--- config.mk ---
export PLATFORM = sky130hd
export DESIGN_NAME = adc_capture_packer
export DESIGN_NICKNAME = d
export VERILOG_FILES = /design/src/rtl/adc_cap_pkg.sv /design/src/rtl/adc_halfword_packer.sv /design/src/rtl/adc_capture_packer.sv
export SDC_FILE = /design/constraint.sdc
export NUM_CORES = 1
export LEC_CHECK = 0
export ABC_CLOCK_PERIOD_IN_PS = 3300
export CAP_MARGIN = 20
export CORE_MARGIN = 1.5
export CORE_UTILIZATION = 25
export DETAILED_ROUTE_END_ITERATION = 16
export GPL_ROUTABILITY_DRIVEN = 0
export SETUP_SLACK_MARGIN = 0.4
export SKIP_LAST_GASP = 1
export SYNTH_ARGS = -nofsm -noshare
export SYNTH_HDL_FRONTEND = slang
export SYNTH_HIERARCHICAL = 1
export SYNTH_SLANG_ARGS = --single-unit
--- constraint.sdc ---
create_clock -name rf_clk -period 3.3 [get_ports rf_clk]
set_input_delay 0.495 -clock rf_clk [delete_from_list [all_inputs] [get_ports rf_clk]]
set_output_delay 0.495 -clock rf_clk [all_outputs]
set_load 0.005 [all_outputs]
--- src/rtl/adc_cap_pkg.sv ---
// rtl/adc_cap_pkg.sv - shared types and constants for the ADC capture packer
package adc_cap_pkg;

  typedef enum logic [1:0] {
    ST_IDLE,
    ST_CAPTURE,
    ST_FLUSH,
    ST_DONE
  } cap_state_t;

  localparam int BEAT_BYTES = 32;
  localparam int BEAT_W     = 256;
  localparam int HALF_W     = 128;

  // The converter repeats every sample byte twice; keep the even bytes only.
  function automatic logic [HALF_W-1:0] decimate(input logic [BEAT_W-1:0] beat);
    logic [HALF_W-1:0] half;
    half = '0;
    for (int k = 0; k < HALF_W / 8; k++) begin
      half[8*k +: 8] = beat[16*k +: 8];
    end
    return half;
  endfunction

endpackage

--- src/rtl/adc_halfword_packer.sv ---
// rtl/adc_halfword_packer.sv - decimates input beats and pairs two halves into one output word
module adc_halfword_packer
  import adc_cap_pkg::*;
(
  input  logic              rf_clk,
  input  logic              rf_rstb,
  input  logic              clear,
  input  logic              beat_valid,
  input  logic [BEAT_W-1:0] beat_data,
  output logic              pair_valid,
  output logic [BEAT_W-1:0] pair_data
);

  logic              half_sel;
  logic [HALF_W-1:0] low_half;

  always_ff @(posedge rf_clk or negedge rf_rstb) begin
    if (!rf_rstb) begin
      half_sel <= 1'b0;
      low_half <= '0;
    end else if (clear) begin
      half_sel <= 1'b0;
    end else if (beat_valid) begin
      if (!half_sel) begin
        low_half <= decimate(beat_data);
      end
      half_sel <= ~half_sel;
    end
  end

  // The second half completes the pair combinationally so the top can load it on this edge.
  assign pair_valid = beat_valid && half_sel && !clear;
  assign pair_data  = {decimate(beat_data), low_half};

endmodule

--- src/rtl/adc_capture_packer.sv ---
// rtl/adc_capture_packer.sv - capture FSM, byte counter and output register for the ADC packer
module adc_capture_packer
  import adc_cap_pkg::*;
#(
  parameter int CAP_W = 32
) (
  input  logic              rf_clk,
  input  logic              rf_rstb,
  input  logic              s_axis_tvalid,
  output logic              s_axis_tready,
  input  logic [BEAT_W-1:0] s_axis_tdata,
  output logic              m_axis_tvalid,
  input  logic              m_axis_tready,
  output logic [BEAT_W-1:0] m_axis_tdata,
  output logic              m_axis_tlast,
  input  logic              cap_start,
  input  logic              cap_reset,
  input  logic [CAP_W-1:0]  cap_size,
  output logic              busy,
  output logic              done,
  output logic              overflow,
  output logic [CAP_W-1:0]  captured_bytes
);

  cap_state_t        state;
  logic [CAP_W-1:0]  size_lat;
  logic [CAP_W-1:0]  size_rnd;
  logic [CAP_W-1:0]  bytes_next;
  logic              start_go;
  logic              out_free;
  logic              beat_valid;
  logic              pair_valid;
  logic [BEAT_W-1:0] pair_data;

  assign size_rnd   = cap_size & ~(CAP_W'(BEAT_BYTES - 1));
  assign bytes_next = captured_bytes + CAP_W'(BEAT_BYTES);
  assign start_go   = cap_start && !cap_reset && (size_rnd != '0) &&
                      (state == ST_IDLE || state == ST_DONE);
  assign out_free   = !m_axis_tvalid || m_axis_tready;
  assign beat_valid = s_axis_tvalid && s_axis_tready;

  assign s_axis_tready = (state == ST_CAPTURE);
  assign busy          = (state == ST_CAPTURE) || (state == ST_FLUSH);
  assign done          = (state == ST_DONE);

  adc_halfword_packer u_packer (
    .rf_clk     (rf_clk),
    .rf_rstb    (rf_rstb),
    .clear      (cap_reset || start_go),
    .beat_valid (beat_valid),
    .beat_data  (s_axis_tdata),
    .pair_valid (pair_valid),
    .pair_data  (pair_data)
  );

  always_ff @(posedge rf_clk or negedge rf_rstb) begin
    if (!rf_rstb) begin
      state          <= ST_IDLE;
      size_lat       <= '0;
      captured_bytes <= '0;
      overflow       <= 1'b0;
      m_axis_tvalid  <= 1'b0;
      m_axis_tlast   <= 1'b0;
      m_axis_tdata   <= '0;
    end else if (cap_reset) begin
      state         <= ST_IDLE;
      overflow      <= 1'b0;
      m_axis_tvalid <= 1'b0;
      m_axis_tlast  <= 1'b0;
    end else begin
      if (m_axis_tvalid && m_axis_tready) begin
        m_axis_tvalid <= 1'b0;
        m_axis_tlast  <= 1'b0;
      end
      case (state)
        ST_IDLE, ST_DONE: begin
          if (cap_start) begin
            if (size_rnd != '0) begin
              state          <= ST_CAPTURE;
              size_lat       <= size_rnd;
              captured_bytes <= '0;
              overflow       <= 1'b0;
            end else begin
              state <= ST_DONE;
            end
          end
        end
        ST_CAPTURE: begin
          if (pair_valid) begin
            if (out_free) begin
              m_axis_tdata   <= pair_data;
              m_axis_tvalid  <= 1'b1;
              m_axis_tlast   <= (bytes_next == size_lat);
              captured_bytes <= bytes_next;
              if (bytes_next == size_lat) begin
                state <= ST_FLUSH;
              end
            end else begin
              // The ADC cannot be stalled, so a pair with nowhere to go is lost.
              overflow <= 1'b1;
            end
          end
        end
        ST_FLUSH: begin
          if (m_axis_tvalid && m_axis_tready && m_axis_tlast) begin
            state <= ST_DONE;
          end
        end
        default: state <= ST_IDLE;
      endcase
    end
  end

endmodule
==> results.toml, run 1 <==
[setup_path]
r2r_end = "state[1]"
rr_startpoint = "captured_bytes[5]"
cpLargestDelayFamily = "simple AND/OR/NAND/NOR gates"
max_stage_delay_ns = 0.57
cp-end-kind = "register"
crit_type = "register to register"
cp_max_fo = 9
ff2ff_path_depth = 9
critical_path.cell_chain = "buf_4 > nand4_4 > or4_4 > or3_1 > a21oi_2 > o22ai_2 > o41ai_4 > nor4b_4 > nor3_2"
critPathArrivalTime_ns = 3.36
r2r_slack_ns = 0.40
worstPathRequired_ns = 3.76
start_kind = "register"
slowest_stage = "or4_4"
critPathBufInv = 1

[logic_synthesis]
syn_area_um2 = 19080
synth_flop_cell = "dfrtp_1"
ys_seq_elements = 444
async_flop_share = 1.000
synth.yosys.seq_area_share = 0.5824
synth_area_leaders = "dfrtp_1, mux2_2, buf_4"
synth_edf_count = 0
netlist-cell-type-count = 67
syn_inst = 1358
yosysTopAreaCell = "dfrtp_1"
synth_top_area_share = 0.5824
yosys_warnings = 6
avgSynthCellArea_um2 = 14.05

[layout]
fin_area_um2 = 26550
drive_gt1_frac = 0.3759
syn2layout_area_growth_pct = 39.16
nNetsFinal = 2091

[sta]
period_share = 0.8796
skew_ns = 0.01755
hold_viol_final = 0
slew_headroom = 0.5109
slew_violations = 0
rsz0062_at_grt = "yes"
tns_ns = 0
max_freq_mhz = 344.5
setup_violations = 0
worst_slew_pin_slew_ns = 0.7337
whs_ns = 0.1862
fin_crit_ns = 2.903

[power]
p_leak_uw = 0.01179
peakVddDrop_mv = 0.3054
p_per_area_nw_per_um2 = 607.7

[worst_hold_path]
hold_end = "size_lat[21]"
hold_depth = 2
hold_class = "primary input to register"
hp-start = "cap_size[21]"

[floorplan]
ios = 588
design.die.area_um2 = 77980
core-area_um2 = 75700
initial_utilization = 0.2520
num_rows = 101
die_h_um = 279.3
die_w_um = 279.3

[detailed_routing]
drtPass1Iterations = 4
drt_wl_total_mm = 50.68
drc = 0
drtIter0Drc = 405
drt.antenna.violating_nets = 0
viasPerCell = 4.345
wl_per_cell_um = 18.02
vias = 12220

[place]
dpl.hpwl_mm = 37.41
dpl-instance-area_um2 = 24530
io_buffers = 449

[clocking]
cts_sinks = 444
clk_pin_slew_worst_paths_ns = 0.06
clock_latency_ns = 0.58
cts_buffers = 52
cts_tree = "built"
cts_buffer_depth = 3
htree_levels = 2
cts_root_buf = "clkbuf_16"

[global_routing]
grt_pass1_vias = 13220
antenna_found_initial = 1
grt_use_met2 = 0.2140
top_usage_layer = "met2"
grt_first_pass_wirelength_mm = 78.63
grt_use_met1 = 0.1528
use_met3 = 0.03782
grt.total_usage = 0.1280
overflow = 0
grt_max_degree = 78

[status]
status = "completed"

[run]
cap_violations = 0
-- synthesized netlist by cell type (2+ instances only) --
library cell    n
o21ai_0        35
nor3_4          2
nand2_1        32
xor2_1         13
buf_12          2
o31ai_1        10
a22o_1          3
nand3_1        12
buf_6          13
o22ai_1         3
a2bb2oi_1       2
a31oi_1        10
clkbuf_1       44
o211ai_1        2
nor4_1          9
mux2_2        411
buf_2           8
and3_1          6
or3_1           3
o41ai_1         4
and2_1          3
buf_4         134
or2_2           2
ha_1            5
nand2b_1        3
and3b_1         3
dfrtp_1       444
nand4_1        13
xnor2_1        19
or4_1           3
nor3_2          2
nor3_1         16
inv_1          14
a21oi_1        19
and4_1          8
nor2_1         15
-- power breakdown --
group	total, uW	switching, uW	internal, uW
registers	7180	618	6560
clock network	5850	2290	3560
logic	3110	1230	1880
total	16100	4140	12000
-- repair_timing --
| item | in CTS | in global routing |
|---|---|---|
| pin swaps | 16 | 18 |
| buffers inserted | 7 | 15 |
| gates resized for setup | 59 | 33 |
| endpoints found under the hold margin | 63 | 0 |
| hold buffers | 1 | 0 |
| setup endpoints to repair | 259 | 3 |
-- final cells by class --
class	count	area, um^2
antenna	1	2.502
timing repair buffer	579	5652
fill	7259	49150
tap	978	1224
sequential	444	11120
clock inverter	23	296.5
clock buffer	72	1456
inverter	14	52.55
multi-input combinational	701	6745
-- worst reg2reg max path: stages (launching register included) --
cell	delay [ns]
dfrtp_1	0.39
buf_4	0.20
nand4_4	0.20
or4_4	0.58
or3_1	0.35
a21oi_2	0.20
o22ai_2	0.16
o41ai_4	0.40
nor4b_4	0.26
nor3_2	0.06
-- worst max path at each step --
stage | start | to | slack (ns) | cells after the start
after detailed placement | cap_size[25] | m_axis_tdata[76] | -0.55 | 11
after global routing | state[0] | state[1] | 0.29 | 12
final | captured_bytes[5] | state[1] | 0.40 | 9
after CTS | state[0] | state[1] | 0.40 | 12
after global placement | cap_size[25] | m_axis_tdata[238] | -0.62 | 11
after floorplan | cap_size[9] | state[1] | 0.32 | 12
-- stage by stage --
stage,setup WS (ns),power (uW),instances,utilization
2_1_floorplan,0.3182,8959,1362,-
3_3_place_gp,-0.6236,10170,2693,0.3241
3_5_place_dp,-0.5473,10300,2693,0.3241
4_1_cts,0.4013,16390,2796,0.3495
5_1_grt,0.2875,17010,2811,0.3507
6_report,0.3975,16130,2812,0.3507
-- metal layers --
layer	up-vias	wire length, um
met1	6186	20480
met5	-	10
li1	5559	-
met4	2	1865
met2	368	24670
met3	104	3650
-- placed cells by master (no fill, tap or decap), types with 4 or more instances in the layout --
master	netlist	layout
dfrtp_1	444	436
clkdlybuf4s50_1	0	421
mux2_2	411	411
buf_4	134	107
clkbuf_16	0	52
o21ai_0	35	34
nand2_1	32	31
buf_12	2	20
xnor2_1	19	19
a21oi_1	19	18
nor3_1	16	14
nor2_1	15	14
clkbuf_2	1	14
inv_1	14	13
nand4_1	13	13
xor2_1	13	13
clkbuf_1	44	12
clkinv_2	0	11
nand3_1	12	10
a31oi_1	10	10
dlygate4sd2_1	0	10
o31ai_1	10	9
and4_1	8	8
dfrtp_2	0	8
clkbuf_8	0	8
nor4_4	0	6
and3_1	6	6
bufinv_16	0	6
conb_1	1	5
nor3_4	2	4
o41ai_1	4	4
clkdlybuf4s15_1	0	4
-- registers in the layout, summed over array words and instances, names as in the netlist --
signal             count
state                  2
captured_bytes        27
size_lat              27
overflow               1
m_axis_tvalid          1
u_packer/half_sel      1
m_axis_tlast           1
m_axis_tdata         256
u_packer/low_half    128
-- cells by family after synthesis --
kind of cell             Yosys count  synth area share
other                              1         0.0001966
buffers and inverters            217           0.07647
adder cells (fa/ha/maj)            5          0.003279
multiplexers                     411            0.2426
AO/OA/AOI/OAI                    102           0.03371
AND/OR/NAND/NOR                  146           0.04670
XOR/XNOR                          32           0.01469
flip-flops                       444            0.5824
Note: power is estimated with default switching activity, not from simulation.
==> run 2, diff against run 1 <==
Settings changed: ABC_CLOCK_PERIOD_IN_PS 3300 to 2900, GPL_TIMING_DRIVEN set to 1.
Clock period 3.3 ns to 2.9 ns, I/O delays scaled along.
==> run 2 against run 1 <==
- the run now ends with setup timing left
- combinational power increased by 61%
- worst hold slack worse by 0.072 ns
- total power increased by 24%
- critical endpoint unchanged
- flip-flop and latch count is the same
- global-route usage is 0.89 points higher
- final area is 15% higher
- clock power increased by 14%
- critical path depth stayed put
- die area did not move
- via count increased by 6.2%
- critical path type unchanged
- wire length rose by 13%
==> results.toml, run 2 (synthesis gave the netlist of run 1 again) <==
[status]
status = "finished with violations"
violations = "setup timing"

[clocking]
cts_buffers = 52
cts_root_buf = "clkbuf_16"
cts_sinks = 444
cts_tree = "built"
clock_latency_ns = 0.60
cts_buffer_depth = 3
clk_pin_slew_worst_paths_ns = 0.06
htree_levels = 2

[worst_hold_path]
hold_depth = 2
hold_end = "size_lat[23]"
hold_class = "primary input to register"
hp-start = "cap_size[23]"

[sta]
slew_headroom = 0.5011
slew_violations = 0
fin_crit_ns = 2.905
skew_ns = 0.02382
max_freq_mhz = 344.2
worst_slew_pin_slew_ns = 0.7484
rsz0062_at_grt = "yes"
period_share = 1.002
setup_violations = 1
layout_setup_ws_ns = -0.005302
hold_viol_final = 0

[power]
p_int_uw = 14660
peakVddDrop_mv = 0.4218
p_leak_uw = 0.01352
p_per_area_nw_per_um2 = 652.6
seqPwrFrac = 0.415
combPwrFrac = 0.251
p_sw_uw = 5300
sw_frac_of_total = 0.2656
power.share.clock = 0.334

[setup_path]
r2r_end = "state[1]"
critPathArrivalTime_ns = 3.38
start_kind = "register"
worstPathRequired_ns = 3.38
cp-end-kind = "register"
r2r_slack_ns = -0.005
ff2ff_path_depth = 9
rr_startpoint = "captured_bytes[5]"
crit_type = "register to register"
cp_max_fo = 7

[layout]
multiInputGateArea_um2 = 8426
seq_area_um2 = 11110
syn2layout_area_growth_pct = 60.28
top_register = "m_axis_tdata"
reg_top3 = "m_axis_tdata x256, u_packer/low_half x128"
n_fill_cell = 6794
drive_gt1_frac = 0.4319
largest_reg_flops = 256
final_common_cell = "dfrtp_1"
final_cell_mix = "dfrtp_1, clkdlybuf4s50_1, mux2_4"
fin_area_um2 = 30580
nNetsFinal = 2218
diodes = 0

[detailed_routing]
viasPerCell = 4.417
drc = 0
drtPass1Iterations = 5
drt_wl_total_mm = 57.28
drt.antenna.violating_nets = 0
wl_per_cell_um = 19.50
vias = 12970
drtIter0Drc = 652

[global_routing]
grt_pass1_vias = 13770
grt_first_pass_wirelength_mm = 83.95
grt.total_usage = 0.1369
grt_max_degree = 79
overflow = 0
antenna_found_initial = 1

[place]
dpl-instance-area_um2 = 25510
io_buffers = 449
place_ws_ns = -1.026
dpl.hpwl_mm = 37.28

[floorplan]
ios = 588
core-area_um2 = 75700
num_rows = 101
die_h_um = 279.3
design.die.area_um2 = 77980
die_w_um = 279.3
initial_utilization = 0.2520

[run]
cap_violations = 0
## run 2: power by group through the flow
stage	combinational, uW	clock, uW	sequential, uW
after floorplan	2250	0	8090
after global placement	3510	0	8230
after detailed placement	3610	0	8330
after CTS	3930	6880	8240
after global routing	5320	7150	8440
final	5010	6660	8290
## run 2: how the worst max path moves through the flow
stage | startpoint | to | slack [ns] | depth (start not counted)
finish | captured_bytes[5] | state[1] | -0.005 | 9
global route | captured_bytes[5] | state[1] | -0.12 | 10
CTS | captured_bytes[5] | state[1] | 0.03 | 9
detailed placement | cap_size[25] | state[1] | -1.03 | 13
global placement | cap_size[25] | state[1] | -0.91 | 13
floorplan | cap_size[9] | state[1] | -0.03 | 12
## run 2: stage by stage
| stage | total power, uW | instances | utilization | setup TNS [ns] | hold slack, ns |
|---|---|---|---|---|---|
| 6_report | 19960 | 2937 | 0.4040 | -0.005302 | 0.1146 |
| 3_3_place_gp | 11740 | 2731 | 0.3370 | -238.87 | 0.4812 |
| 4_1_cts | 19040 | 2899 | 0.3828 | 0 | 0.1786 |
| 3_5_place_dp | 11940 | 2731 | 0.3370 | -235.33 | 0.4869 |
| 2_1_floorplan | 10340 | 1362 | - | -0.02618 | 0.1394 |
| 5_1_grt | 20920 | 2937 | 0.4040 | -0.2901 | 0.08272 |
## run 2: layer usage
layer  track usage  share of wire  vias up
met2        0.2277           0.48      420
li1              -              -     5820
met4       0.04390          0.025        2
met1        0.1731           0.43     6649
met3       0.03464          0.060       83
met5             0        0.00021        -
## run 2: cell type report
class	count	share of cell area
multi-input cells	702	0.2755
well taps	978	0.04002
repair buffers	705	0.2620
clock buffers	75	0.04832
inverters	14	0.001964
flip-flops and latches	444	0.3634
clock inverters	19	0.008756
## run 2: worst max-delay path, stage by stage (launching register included)
cell     delay [ns]
dfrtp_1        0.43
buf_6          0.16
nand4_4        0.13
or4_4          0.60
or3_1          0.34
a21oi_2        0.19
o22ai_2        0.14
o41ai_4        0.41
nor4b_4        0.31
nor3_2         0.07
## run 2: repair_timing
| item | 4_1_cts | 5_1_grt |
|---|---|---|
| hold buffers | 1 | 0 |
| hold endpoints to repair | 60 | 0 |
| pin swaps | 17 | 46 |
| endpoints found under the setup margin | 414 | 415 |
| buffers inserted | 54 | 25 |
| cloned | 19 | 13 |
| resized for setup | 205 | 332 |
